File: config.mk
export PLATFORM = sky130hd
export DESIGN_NAME = mod_mul_seq
export DESIGN_NICKNAME = d
export VERILOG_FILES = /design/src/rtl/mod_mul_seq.sv
export SDC_FILE = /design/constraint.sdc
export NUM_CORES = 1
export LEC_CHECK = 0
export CORE_ASPECT_RATIO = 0.6
export CORE_MARGIN = 2
export CORE_UTILIZATION = 26
export DETAILED_ROUTE_END_ITERATION = 12
export SYNTH_ARGS = -nofsm -noshare
export SYNTH_HDL_FRONTEND = slang
export SYNTH_SLANG_ARGS = --single-unit
File: constraint.sdc
create_clock -name clk -period 1.5 [get_ports clk]
set_input_delay 0.375 -clock clk [delete_from_list [all_inputs] [get_ports clk]]
set_output_delay 0.375 -clock clk [all_outputs]
set_load 0.01 [all_outputs]
File: src/rtl/mod_mul_seq.sv
// Sequential modular multiplier: MSB-first double-and-add over an
// external modular adder/subtractor, with optional negated result.
module mod_mul_seq #(
   parameter int WIDTH = 4,
   parameter int MOD   = 15
) (
   input  logic             clk,
   input  logic             rst_n,
   input  logic             in_valid,
   output logic             in_ready,
   input  logic [WIDTH-1:0] in_a,
   input  logic [WIDTH-1:0] in_b,
   input  logic             in_neg,
   output logic             out_valid,
   input  logic             out_ready,
   output logic [WIDTH-1:0] out_z,
   output logic             out_err,
   output logic [WIDTH-1:0] op_x,
   output logic [WIDTH-1:0] op_y,
   output logic             op_s,
   input  logic [WIDTH-1:0] op_z
);

   localparam int IW = (WIDTH > 1) ? $clog2(WIDTH) : 1;
   localparam logic [WIDTH:0] MOD_L = (WIDTH+1)'(MOD);
   localparam logic [IW-1:0] I_TOP = IW'(WIDTH - 1);

   typedef enum logic [2:0] {
      IDLE,
      DBL,
      ADD,
      NEG,
      DONE
   } state_t;

   state_t           state_q;
   state_t           exit_d;
   logic [WIDTH-1:0] a_q;
   logic [WIDTH-1:0] b_q;
   logic             neg_q;
   logic [WIDTH-1:0] acc_q;
   logic [IW-1:0]    i_q;
   logic             in_ready_q;
   logic             out_valid_q;
   logic [WIDTH-1:0] out_z_q;
   logic             out_err_q;
   logic             range_err;
   logic             last_bit;

   assign range_err = ({1'b0, in_a} >= MOD_L) ||
                      ({1'b0, in_b} >= MOD_L);
   assign last_bit  = (i_q == '0);

   // Where to go once the current bit (double, plus optional add) is done
   always_comb begin
      exit_d = DONE;
      if (!last_bit) begin
         exit_d = DBL;
      end else if (neg_q) begin
         exit_d = NEG;
      end
   end

   always_comb begin
      op_x = '0;
      op_y = '0;
      op_s = 1'b0;
      unique case (state_q)
         DBL: begin
            op_x = acc_q;
            op_y = acc_q;
         end
         ADD: begin
            op_x = acc_q;
            op_y = a_q;
         end
         NEG: begin
            op_y = acc_q;
            op_s = 1'b1;
         end
         default: begin
         end
      endcase
   end

   always_ff @(posedge clk) begin
      if (!rst_n) begin
         state_q     <= IDLE;
         a_q         <= '0;
         b_q         <= '0;
         neg_q       <= 1'b0;
         acc_q       <= '0;
         i_q         <= '0;
         in_ready_q  <= 1'b1;
         out_valid_q <= 1'b0;
         out_z_q     <= '0;
         out_err_q   <= 1'b0;
      end else begin
         unique case (state_q)
            IDLE: begin
               if (in_valid) begin
                  a_q        <= in_a;
                  b_q        <= in_b;
                  neg_q      <= in_neg;
                  acc_q      <= '0;
                  i_q        <= I_TOP;
                  in_ready_q <= 1'b0;
                  if (range_err) begin
                     state_q     <= DONE;
                     out_valid_q <= 1'b1;
                     out_z_q     <= '0;
                     out_err_q   <= 1'b1;
                  end else begin
                     state_q   <= DBL;
                     out_err_q <= 1'b0;
                  end
               end
            end
            DBL: begin
               acc_q <= op_z;
               if (b_q[i_q]) begin
                  state_q <= ADD;
               end else begin
                  state_q <= exit_d;
                  if (!last_bit) begin
                     i_q <= i_q - 1'b1;
                  end
                  if (exit_d == DONE) begin
                     out_valid_q <= 1'b1;
                     out_z_q     <= op_z;
                  end
               end
            end
            ADD: begin
               acc_q   <= op_z;
               state_q <= exit_d;
               if (!last_bit) begin
                  i_q <= i_q - 1'b1;
               end
               if (exit_d == DONE) begin
                  out_valid_q <= 1'b1;
                  out_z_q     <= op_z;
               end
            end
            NEG: begin
               acc_q       <= op_z;
               state_q     <= DONE;
               out_valid_q <= 1'b1;
               out_z_q     <= op_z;
            end
            DONE: begin
               if (out_ready) begin
                  state_q     <= IDLE;
                  in_ready_q  <= 1'b1;
                  out_valid_q <= 1'b0;
                  out_z_q     <= '0;
                  out_err_q   <= 1'b0;
               end
            end
            default: begin
               state_q <= IDLE;
            end
         endcase
      end
   end

   assign in_ready  = in_ready_q;
   assign out_valid = out_valid_q;
   assign out_z     = out_z_q;
   assign out_err   = out_err_q;

endmodule

Yosys cells after proc, flatten, opt, wreduce, memory -nomap -nowiden --
Index checks and enable logic that the tools add are counted.
Storage, ports and cells: register bits after elaboration 25, input port bits 17, output and inout port bits 16, logic and storage cells 75
Cells by class: add/subtract/negate cells 1, order comparisons 3, eq/ne operators 9, muxes and demuxes 36, reductions and logical operators 16
Operators by type and width (number):
- $mux W4 | 7
- $pmux W4 S5 | 1
- $mux W3 | 6
- $pmux W4 S2 | 2
- $pmux W3 S5 | 1
- $mux W1 | 11
- $ge A4 B4 Y1 const B | 2
- $ne A2 B2 Y1 const B | 4
- $eq A3 B2 Y1 const B | 2
- $eq A3 B3 Y1 const B | 2
- $mux W2 | 3
- $pmux W2 S3 | 1
- $reduce_and A2 Y1 | 3
- $reduce_and A3 Y1 | 2
- $pmux W1 S5 | 1
- $reduce_and A5 Y1 | 1
- $reduce_bool A5 Y1 | 1
- $pmux W1 S2 | 2
- $reduce_bool A2 Y1 | 2
- $reduce_or A2 Y1 | 2
- $eq A3 B1 Y1 const B | 1
- $logic_not A3 Y1 | 1
- $lt A2 B3 Y1 const B | 1
- $reduce_bool A3 Y1 | 1
- other kinds (5) | 5

Longest topological paths before layout --
Gate-level depths: netlist (run 1).
depth after elaboration 6, gate-level depth with buffers 6, gate-level depth less buffers 6

Worst setup path after synthesis (run 1) --
Ideal clock, no wire load.
path kind reg-to-output, start point reg state_q[0], end point out op_y[1], arrival time 1211 ps, required time 1125 ps, slack -86 ps, cell stages (with the launch flop) 5, cells stage by stage dfxtp_1 -> clkbuf_1 -> clkbuf_1 -> a21oi_1 -> nor2_1
Between the ends: longest elaborated chain between the ends 3, elaborated cells between the ends (all ways) 5
RTL lines:
- start: declaration | line 36 | state_t state_q;
- start signal: assignment | line 124 | state_q <= exit_d;
- start signal: assignment | line 136 | state_q <= exit_d;
- $eq A3 B1 Y1 or $eq A3 B2 Y1 (tied branches) | line 68 | unique case (state_q)
- $reduce_or A2 Y1 (no line)
- $pmux W4 S2 * | line 68
- end: declaration | line 19 | output logic [WIDTH-1:0] op_y,
Mark *: on every way between the ends. The rest lies on a longest branch, timed or not.

Worst setup path after layout (run 1) --
start point reg state_q[1], end point out op_x[3]
Between the ends: longest elaborated chain between the ends 3, elaborated cells between the ends (all ways) 4
RTL lines:
- $eq A3 B2 Y1 or $eq A3 B1 Y1 (tied branches) | line 68
- $reduce_or A2 Y1 (no line) *
- $mux W4 * | line 68
- end: declaration | line 18 | output logic [WIDTH-1:0] op_x,
Marked as above.

==> run summary, run 1 <==
A synthesized cell averages 8.05 um2. Summed over all layers, the routed wires come to 4350 um. For the synthesized netlist cell count, the log shows 158. Global routing consumed, over all layers together, 14.8% of the routing resources. The worst hold path terminates at out_z[2]$_SDFFE_PN0P_. Cell with the most instances on the worst path: sky130_fd_sc_hd__buf_6. Slowest stage cell on the critical path: sky130_fd_sc_hd__dfxtp_2.

The worst setup path is captured at an output pin. The register share of total power was 31.7%. The CTS clock-pin slew for the worst setup and hold paths is 0.09 ns. The tools report the number of H-tree branching levels as 1. The run finished, with violations left. The reg-to-reg setup timing slack is -0.19 ns, and the number of primary I/O pins is 33. The total count of hold-check failures in the final report is 0, and the count of clock tree sinks is 25. For this run, asynchronously set or reset flops after synthesis account for 0%.

The final estimated routing congestion in global placement was 0.887; the count of flip-flops with a built-in enable after synthesis was 0. Per report_power, the clock group accounts for 15.5% of the total. The global-route wire length before repair came out at 6230 um.

The tools report the distinct cell type count of the synthesized netlist as 42. For this run, design rule violations remaining after detail routing come to 0. After the flow finishes, the layout carries non-filler instances totaling 284.

The number of stages on the worst hold path is 2. In this run the critical register-to-register path is captured at out_z[0]$_SDFFE_PN0P_. The core region is 0.00464 mm2. The total overflow left after global routing is 0. The layout overhead on the synthesized area was 77.8%. Setup violations remaining at the end of the flow were counted as 23.

The combinational power share is 52.9%, and the share of cells above drive strength 1 is 45.2%. The critical-path maximum fanout came out at 3. The class of the most critical hold timing path is flop to flop.

The detailed-router iteration count before antenna repair was 6. The count of port buffers added during placement was 32. For this configuration, the core starts out at a cell density of 27.4%. After routing the design area is 0.00226 mm2. The static leakage is 0.967 nW, and the die boundary height is 58.2 um.

The minimum clock period after layout was 1.71 ns; the via count was 1361. The synthesized flop and latch total is 25. Power after layout: 0.00266 W. The switching fraction of total power is 36.7%. The initial antenna violation count is 0.

Setup repair after global routing could not meet its margin everywhere. The number of pins exceeding their max-slew limit in the final report is 0. In this run the power density over the cells is 1170 mW/mm2. The tools report the net count of the mapped netlist as 176. The cell internal power dissipation came out at 0.00168 W.

The transition at the pin with the smallest max-transition slack is 0.361 ns, and the relative slew slack is 75.8%. The portion of the post-synthesis area used by sequential elements is 39.3%. The net switching power of the design came out at 0.000976 W.

The clock reaches the later pin of the worst-skew pair after 0.27 ns. The worst hold path begins at out_z[2]$_SDFFE_PN0P_. The worst-case reg-to-reg path depth was 5. After detailed routing, the number of vias per cell comes to 4.79.

The critical path contains buffers and inverters numbering 3 combined. The first routing iteration left 65 violations. The synthesis warning total is 0.

The critical path is of the flop to output pin type. The kind of cell adding the most delay to the critical path is buffers and inverters. The checks that failed: setup timing. The logs give 1.12 ns for the required time of the critical path and 0 for the max-cap check violation count. The root buffer cell is sky130_fd_sc_hd__clkbuf_8. The die is 94.3 um wide. In the layout the commonest cells are sky130_fd_sc_hd__buf_4 (23), sky130_fd_sc_hd__nand2_1 (22), sky130_fd_sc_hd__dfxtp_1 (20). The number of placed instances, taps included, is 270. Once detailed placement completed, the half-perimeter wirelength came to 2880 um. Start of the worst register-to-register path: state_q[1]$_SDFFE_PN0P_. The largest single stage delay on the critical path is 0.35 ns.

Most used flip-flop cell after synthesis: sky130_fd_sc_hd__dfxtp_1. STA classifies the critical path startpoint as a flop. Hold is met by 0.466 ns.

The tools report the post-route clock skew as 0.00321 ns. The tools report the cell area reported after detailed placement as 0.00184 mm2. The average wire length per cell after detail routing is 15.3 um. The tools report the final worst setup slack as -0.206 ns. The library cell used most frequently in the layout, excluding fill and tap cells, is sky130_fd_sc_hd__buf_4. The tools report the count of antenna diodes in the layout as 0. In the final layout, the multi-input gates occupy 943 um2. The run gives 1.33 ns as the arrival time at the worst endpoint. Hold repair after CTS inserted 0 buffers. At the end of the flow, the number of nets in the layout was 240. The run gives 451 as the layout filler cell count. The floorplan step defined a die boundary enclosing 0.00549 mm2. The run gives 1280 as the via count of the first global-routing pass. The signal on the critical path passes through xor2_2 -> buf_4 -> buf_6 -> and3_4 -> buf_6.

Entering global routing, the biggest net connects 15 pins. The clock passes through at most 2 buffers. Number of buffers added by the clock tree synthesis step: 3. Area of the mapped netlist: 0.00127 mm2. The tools report the register area as 509 um2. After floorplanning, the core was divided into 19 placement rows. TritonCTS built the clock tree. The logs give 374 uV for the peak ir drop on the vdd network and 0 for the remaining antenna violation count.

Timing would allow up to 586 MHz. The final clock period utilization by the worst path was 114%.
==> synthesized netlist by cell type (2+ instances only) <==
cell type                   n  share of area [%]
sky130_fd_sc_hd__a21oi_1   14                5.5
sky130_fd_sc_hd__a22oi_1    4                2.4
sky130_fd_sc_hd__a311oi_1   2                1.4
sky130_fd_sc_hd__a31oi_1    2               0.98
sky130_fd_sc_hd__and2_1     2               0.98
sky130_fd_sc_hd__and3_1     6                3.0
sky130_fd_sc_hd__clkbuf_1   9                2.7
sky130_fd_sc_hd__dfxtp_1   25                 39
sky130_fd_sc_hd__inv_1      5                1.5
sky130_fd_sc_hd__mux2i_1    5                3.9
sky130_fd_sc_hd__nand2_1   28                8.3
sky130_fd_sc_hd__nand3_1    5                2.0
sky130_fd_sc_hd__nand4_1    3                1.5
sky130_fd_sc_hd__nor2_1    17                5.0
sky130_fd_sc_hd__nor2b_1    2               0.98
sky130_fd_sc_hd__nor3b_1    2                1.2
sky130_fd_sc_hd__o21ai_0    2               0.79
==> how the worst max path moves through the flow <==
stage / startpoint / to / slack (ns) / cells past startpoint
floorplan: state_q[1]$_SDFFE_PN0P_ / out_z[0]$_SDFFE_PN0P_ / -0.03 / 5
global placement: in_valid / out_z[2]$_SDFFE_PN0P_ / -0.54 / 5
detailed placement: in_valid / out_z[0]$_SDFFE_PN0P_ / -0.58 / 5
CTS: state_q[1]$_SDFFE_PN0P_ / op_y[2] / -0.21 / 6
global route: state_q[0]$_SDFFE_PN0P_ / op_x[3] / -0.25 / 5
finish: state_q[1]$_SDFFE_PN0P_ / op_x[3] / -0.21 / 5
==> sequential cells by signal, summed over array words and instances, names as in the netlist <==
signal	count
i_q	2
out_z	4
b_q	4
out_valid	1
state_q	3
in_ready	1
out_err	1
acc_q	4
neg_q	1
a_q	4
==> cell families (layout without fill, tap and decap cells) <==
family                     after synthesis  after routing  share of synthesized area, %
xor gates and xnor gates                 1              1                         0.688
buffers and inverters                   17             80                          5.70
DFF                                     25             25                          39.3
muxes                                    6              6                          5.70
adders and majority gates                1              1                         0.983
AOI/OAI and AO/OA                       37             37                          20.4
and+or+nand+nor                         71             71                          27.2
==> per-layer routing <==
metal	part of all wire [%]	vias to the layer above	GRT usage, %
met1	53	647	23.6
li1	-	684	-
met3	4.1	0	4.16
met2	43	30	19.6
met5	0	-	0
met4	0	0	2.28
==> stage by stage <==
| step | worst slack, ns | util (%) | setup TNS (ns) |
|---|---|---|---|
| global route | -0.248 | 48.8 | -3.84 |
| floorplan | -0.0331 | - | -0.154 |
| CTS | -0.213 | 42.0 | -2.62 |
| global placement | -0.541 | 39.7 | -10.29 |
| finish | -0.206 | 48.8 | -2.28 |
| detailed placement | -0.576 | 39.7 | -10.56 |
==> power groups by stage <==
stage,Clock [W],Combinational [W],Sequential (W)
after floorplan,0,0.000523,0.000832
after global placement,0,0.000920,0.000831
after detailed placement,0,0.000923,0.000831
after CTS,0.000423,0.00101,0.000824
after global routing,0.000453,0.00151,0.000853
final,0.000411,0.00141,0.000841
==> worst min-delay path: cells and delay by family, from the launching register on <==
family / cells / cell delay [ns]
simple gates: 1 / 0.05
flops: 1 / 0.32
mux: 1 / 0.05
==> area by class of cell <==
type | instances | area share [%]
multi-input cells | 116 | 41.7
repair buffers | 70 | 29.1
flip-flops and latches | 25 | 22.5
well taps | 63 | 3.48
clock buffers | 3 | 1.83
inverters | 6 | 1.11
clock inverters | 1 | 0.221
==> repair_timing <==
action,in CTS,in global routing
pin swaps,8,23
endpoints found under the setup margin,40,34
gates resized for setup,55,69
gates cloned,1,2
setup buffers,2,5
Note: power is estimated with default switching activity, not from simulation.
==> inputs of run 2 (changes only) <==
--- a/config.mk
+++ b/config.mk
@@ -8,6 +8,7 @@
 export CORE_ASPECT_RATIO = 0.6
 export CORE_MARGIN = 2
 export CORE_UTILIZATION = 26
+export CTS_CLUSTER_DIAMETER = 40
 export DETAILED_ROUTE_END_ITERATION = 12
 export SYNTH_ARGS = -nofsm -noshare
 export SYNTH_HDL_FRONTEND = slang
==> results of run 2 <==
Final layout, timing and power as in run 1 (identical DEF).
==> patch 1: new RTL, config.mk and constraints of run 1 <==
`WIDTH`: 4 -> 2.
--- a/src/rtl/mod_mul_seq.sv
+++ b/src/rtl/mod_mul_seq.sv
@@ -3,3 +3,3 @@
 module mod_mul_seq #(
-   parameter int WIDTH = 4,
+   parameter int WIDTH = 2,
    parameter int MOD   = 15
Interface: changed (6 resized); port bits go from 33 to 21. No check against the original RTL was run, so the function may have changed too.
==> patch 1 against run 1 <==
The flow still finishes with violations (negative setup slack). Final area is 45% lower. Cell count is 44% lower. Fmax is 12% higher. Via count is 50% lower. Sequential cell count is 10 lower. Total power is 59% lower. Wire length is 57% lower. Utilization is 4.9 points lower. Synthesized area is 40% lower. Setup slack better by 0.19 ns. Clock power is 19% lower. Critical path type unchanged. Largest power group is now registers.
==> patch 1: results (changes against run 1) <==
M2 GR Usage = 0.180 (was 0.196)
Met1 Use GR = 0.153 (was 0.236)
Avg Inst Size Synth = 9.04 sq um (was 8.05 sq um)
Routability congestion estimate = 0.887 (about the same)
M3 GR Usage = 0.0481 (was 0.0416)
Post-route setup TNS = -0.0268 ns (was -2.28 ns)
Final setup vio count = 2 (was 23)
Maximum VDD drop = 0.000695 V (was 0.000374 V)
# H-tree levels = 1 (unchanged)
Status = finished with violations (unchanged)
Commonest cells in the netlist = dfxtp_1 (15), nor2_1 (9), nor2b_1 (9) (was nand2_1 (28), dfxtp_1 (25), nor2_1 (17))
Gr usage total = 0.118 (was 0.148)
Post-Synth Adder-Cell Area = 0 (was 0.00983)
Hold path startpoint = out_z[1] (was out_z[2])
Final Skew = 0.00406 ns (was 0.00321 ns)
CTS Buf Count = 3 (unchanged)
Largest net degree at the start of global routing = 18 (was 15)
CP Data Arrival Time = 1.14 ns (was 1.33 ns)
Hold Slack = 0.455 ns (was 0.466 ns)
Fin nets = 130 (was 240)
Post-Place Cells = 153 (was 270)
Clock Tree Buf Depth = 2 (unchanged)
Setup ws final = -0.0166 ns (was -0.206 ns)
Sequential fraction of the synthesis area = 0.391 (was 0.393)
Hold Path Cell Cnt = 2 (unchanged)
Synth Area in XOR/XNOR = 0.0114 (was 0.00688)
Reg2Reg Setup Slack = 0.03 ns (was -0.19 ns)
IO Port Bufs = 19 (was 32)
Synth area leaders = dfxtp_1 (39%), mux2i_1 (10%), nor2b_1 (7.3%) (was dfxtp_1 (39%), nand2_1 (8.3%), a21oi_1 (5.5%))
Failing checks = negative setup slack (unchanged)
First-pass GRT wire length = 2970 um (was 6230 um)
Critical path fanouts, max = 6 (was 3)
Most flop-heavy register = state_q
DR pass1 iterations = 4 (was 6)
Reg2reg start = state_q[1] (unchanged)
Clk root buf = clkbuf_8 (unchanged)
DP HPWL = 1330 um (was 2880 um)
DP Area = 1080 sq um (was 1840 sq um)
1st-iter DRT viols = 25 (was 65)
Synth Net Count = 96 (was 176)
FILL cells = 284 (was 451)
Clk_lat worst skew = 0.25 ns (was 0.27 ns)
Finished Layout Cells = 160 (was 284)
Vias in the first global route = 673 (was 1280)
Largest register FFs = 3
Hold endpoint = out_z[1] (was out_z[2])
DR vias = 676 (was 1361)
DP Worst Slack = -0.224 ns (was -0.576 ns)
DRT Wirelength = 1870 um (was 4350 um)
Layout cells sized above 1 = 0.390 (was 0.452)
Synth cell types = 29 (was 42)
Ant. Diodes = 0 (unchanged)
Ys Warns = 0 (unchanged)
Synth Area in Compound Gates = 0.153 (was 0.204)
CTS clk-pin slew, worst paths = 0.06 ns (was 0.09 ns)
Mux contribution to synthesized area = 0.104 (was 0.0570)
Lkg Pwr = 0.521 nW (was 0.967 nW)
Worst r2r path cells = 5 (unchanged)
patch 1: changes by cell type in the layout (fill, tap and decap cells not counted), sizes merged, moves of 3 or more:
cell	delta
dfxtp	-10
nand2	-23
nand4	-3
nor2b	+7
mux2i	+3
a21oi	-12
nor2	-7
clkdlybuf4s50	-5
inv	-5
buf	-25
and3	-6
dlygate4sd2	-6
patch 1: where the power goes:
part	switching [mW]	internal, mW	total [mW]	leakage [nW]
logic	0.128	0.160	0.287	0.375
clock network	0.146	0.186	0.332	0.0217
registers	0.0329	0.429	0.462	0.125
patch 1: layout make-up:
| class | instances | area (sq um) | share of cell area |
|---|---|---|---|
| Clock inverter | 1 | 7.51 | 0.00604 |
| Inverter | 1 | 3.75 | 0.00302 |
| Sequential cell | 15 | 309 | 0.248 |
| Tap cell | 42 | 52.6 | 0.0423 |
| Clock buffer | 3 | 41.3 | 0.0332 |
| Multi-Input combinational cell | 63 | 526 | 0.423 |
| Timing Repair Buffer | 35 | 304 | 0.244 |
patch 1: cells by family after synthesis:
kind of cell / after synthesis
xor+xnor: 1
mux: 8
other cells: 1
buf+inv: 7
simple gates: 38
compound gates: 15
flops: 15
patch 1: routing by layer:
layer / wire (um) / vias to the layer above
met1: 952 / 302
met5: 0 / -
met3: 99 / 2
met2: 809 / 17
li1: - / 355
met4: 8 / 0
patch 1: worst max path at each step:
stage / from / end / slack (ns) / cells after the start
after detailed placement: state_q[1] / op_y[1] / -0.22 / 5
after CTS: state_q[0] / op_x[1] / -0.02 / 4
after global placement: state_q[0] / op_y[1] / -0.20 / 5
after floorplan: state_q[0] / out_z[0] / 0.22 / 5
after global routing: state_q[0] / op_x[1] / -0.07 / 4
final: state_q[0] / op_x[1] / -0.02 / 4
patch 1: worst max-delay path, cell delays in order (launching register included):
cell	delay, ns
dfxtp_4	0.37
xnor2_2	0.17
nor2_1	0.07
and2_1	0.15
buf_2	0.13
patch 1: timing repair:
| item | in CTS | in global routing |
|---|---|---|
| gates resized for setup | 32 | 16 |
| setup buffers | 4 | 0 |
| hold buffers | 0 | 0 |
| setup endpoints to repair | 12 | 12 |
| pin swaps | 3 | 1 |
==> patch 2: new RTL, settings of run 1 <==
Without the edit above. Encoding of `state_t`: now one-hot (5 bits for 5 states).
--- a/src/rtl/mod_mul_seq.sv
+++ b/src/rtl/mod_mul_seq.sv
@@ -27,8 +27,8 @@
 
-   typedef enum logic [2:0] {
-      IDLE,
-      DBL,
-      ADD,
-      NEG,
-      DONE
+   typedef enum logic [4:0] {
+      IDLE = 5'b00001,
+      DBL  = 5'b00010,
+      ADD  = 5'b00100,
+      NEG  = 5'b01000,
+      DONE = 5'b10000
    } state_t;
Check against the original RTL: no difference found for any inputs over 10 cycles, from zero or initial values and one cycle with rst_n low; not proved beyond that.
==> patch 2 against run 1 <==
The run still ends with negative setup slack left. Wire length decreased by 5.6%. Final area decreased by 3.3%. Via count decreased by 1.5%. Sequential share of layout area increased by 2.9 points. Count of clock-buffer cells in the layout unchanged. Sequential cell count increased by 2. Clock skew increased by 0.0099 ns. Synthesized area increased by 5.1%. Non-clock buffer count increased by 4. Setup slack got worse by 0.069 ns. Critical path type is now reg2reg. Critical endpoint is now out_z[2].
Power is not compared: it rests on default switching activity, and its combinational part moved more than twofold at a synthesized area within 25%.
==> patch 2: results (changes against run 1) <==
Sequential fraction of the synthesis area = 0.404 (was 0.393)
Worst-Margin Slew = 0.304 ns (was 0.361 ns)
DP Area = 1990 sq um (was 1840 sq um)
First-pass GRT wire length = 6430 um (was 6230 um)
1st-iter DRT viols = 88 (was 65)
Non-CTS inverters = 7 (was 6)
Multi-input logic area = 850 sq um (was 943 sq um)
Finished Core Util = 0.437 (was 0.488)
Avg Inst Size Synth = 8.74 sq um (was 8.05 sq um)
Hold path startpoint = out_valid (was out_z[2])
Final setup vio count = 31 (was 23)
Clk tree area frac = 0.0212 (was 0.0205)
Critical path fanouts, max = 5 (was 3)
Setup ws final = -0.275 ns (was -0.206 ns)
Failing checks = negative setup slack (unchanged)
Routability congestion estimate = 0.835 (was 0.887)
CP top delay family = multiplexers (was buffers and inverters)
Final Skew = 0.0131 ns (was 0.00321 ns)
Reg2reg start = i_q[0] (was state_q[1])
Multi-input gates = 110 (was 116)
DR pass1 iterations = 4 (was 6)
Synth area leaders = dfxtp_1 (40%), mux2i_1 (9.7%), nor2_1 (5.9%) (was dfxtp_1 (39%), nand2_1 (8.3%), a21oi_1 (5.5%))
Status = finished with violations (unchanged)
Vias per inst = 4.65 (was 4.79)
Setup Fix Bufs, Post-CTS = 4 (was 2)
Worst path slowest cell = mux4_2 (was dfxtp_2)
patch 2: layer usage:
metal  routed length, um  part of all wire  global-route usage
met1                2220              0.54               0.236
met2                1660              0.40               0.201
met3                 206             0.050              0.0369
met4                  28            0.0068              0.0241
met5                   0                 0                   0
patch 2: where the power goes:
part / internal [mW] / switching [mW]
sequential: 0.754 / 0.0319
clock: 0.186 / 0.240
combinational: 0.258 / 0.198
total: 1.20 / 0.470
patch 2: cell families (layout without fill, tap and decap cells):
family,count (synthesis),in the layout,share of synthesized area
buffers and inverters,16,85,0.0636
adder cells (fa/ha/maj),1,1,0.00935
AND/OR/NAND/NOR,66,66,0.254
AO/OA/AOI/OAI,26,26,0.136
XOR/XNOR,3,3,0.0196
flip-flops,27,27,0.404
multiplexers,14,14,0.114
patch 2: final timing paths:
path | endpoint | slack [ns]
worst max register to register | out_z[2] | -0.27
worst min-delay path | out_valid | 0.44
worst min register to register | out_valid | 0.44
worst max-delay path | out_z[2] | -0.27
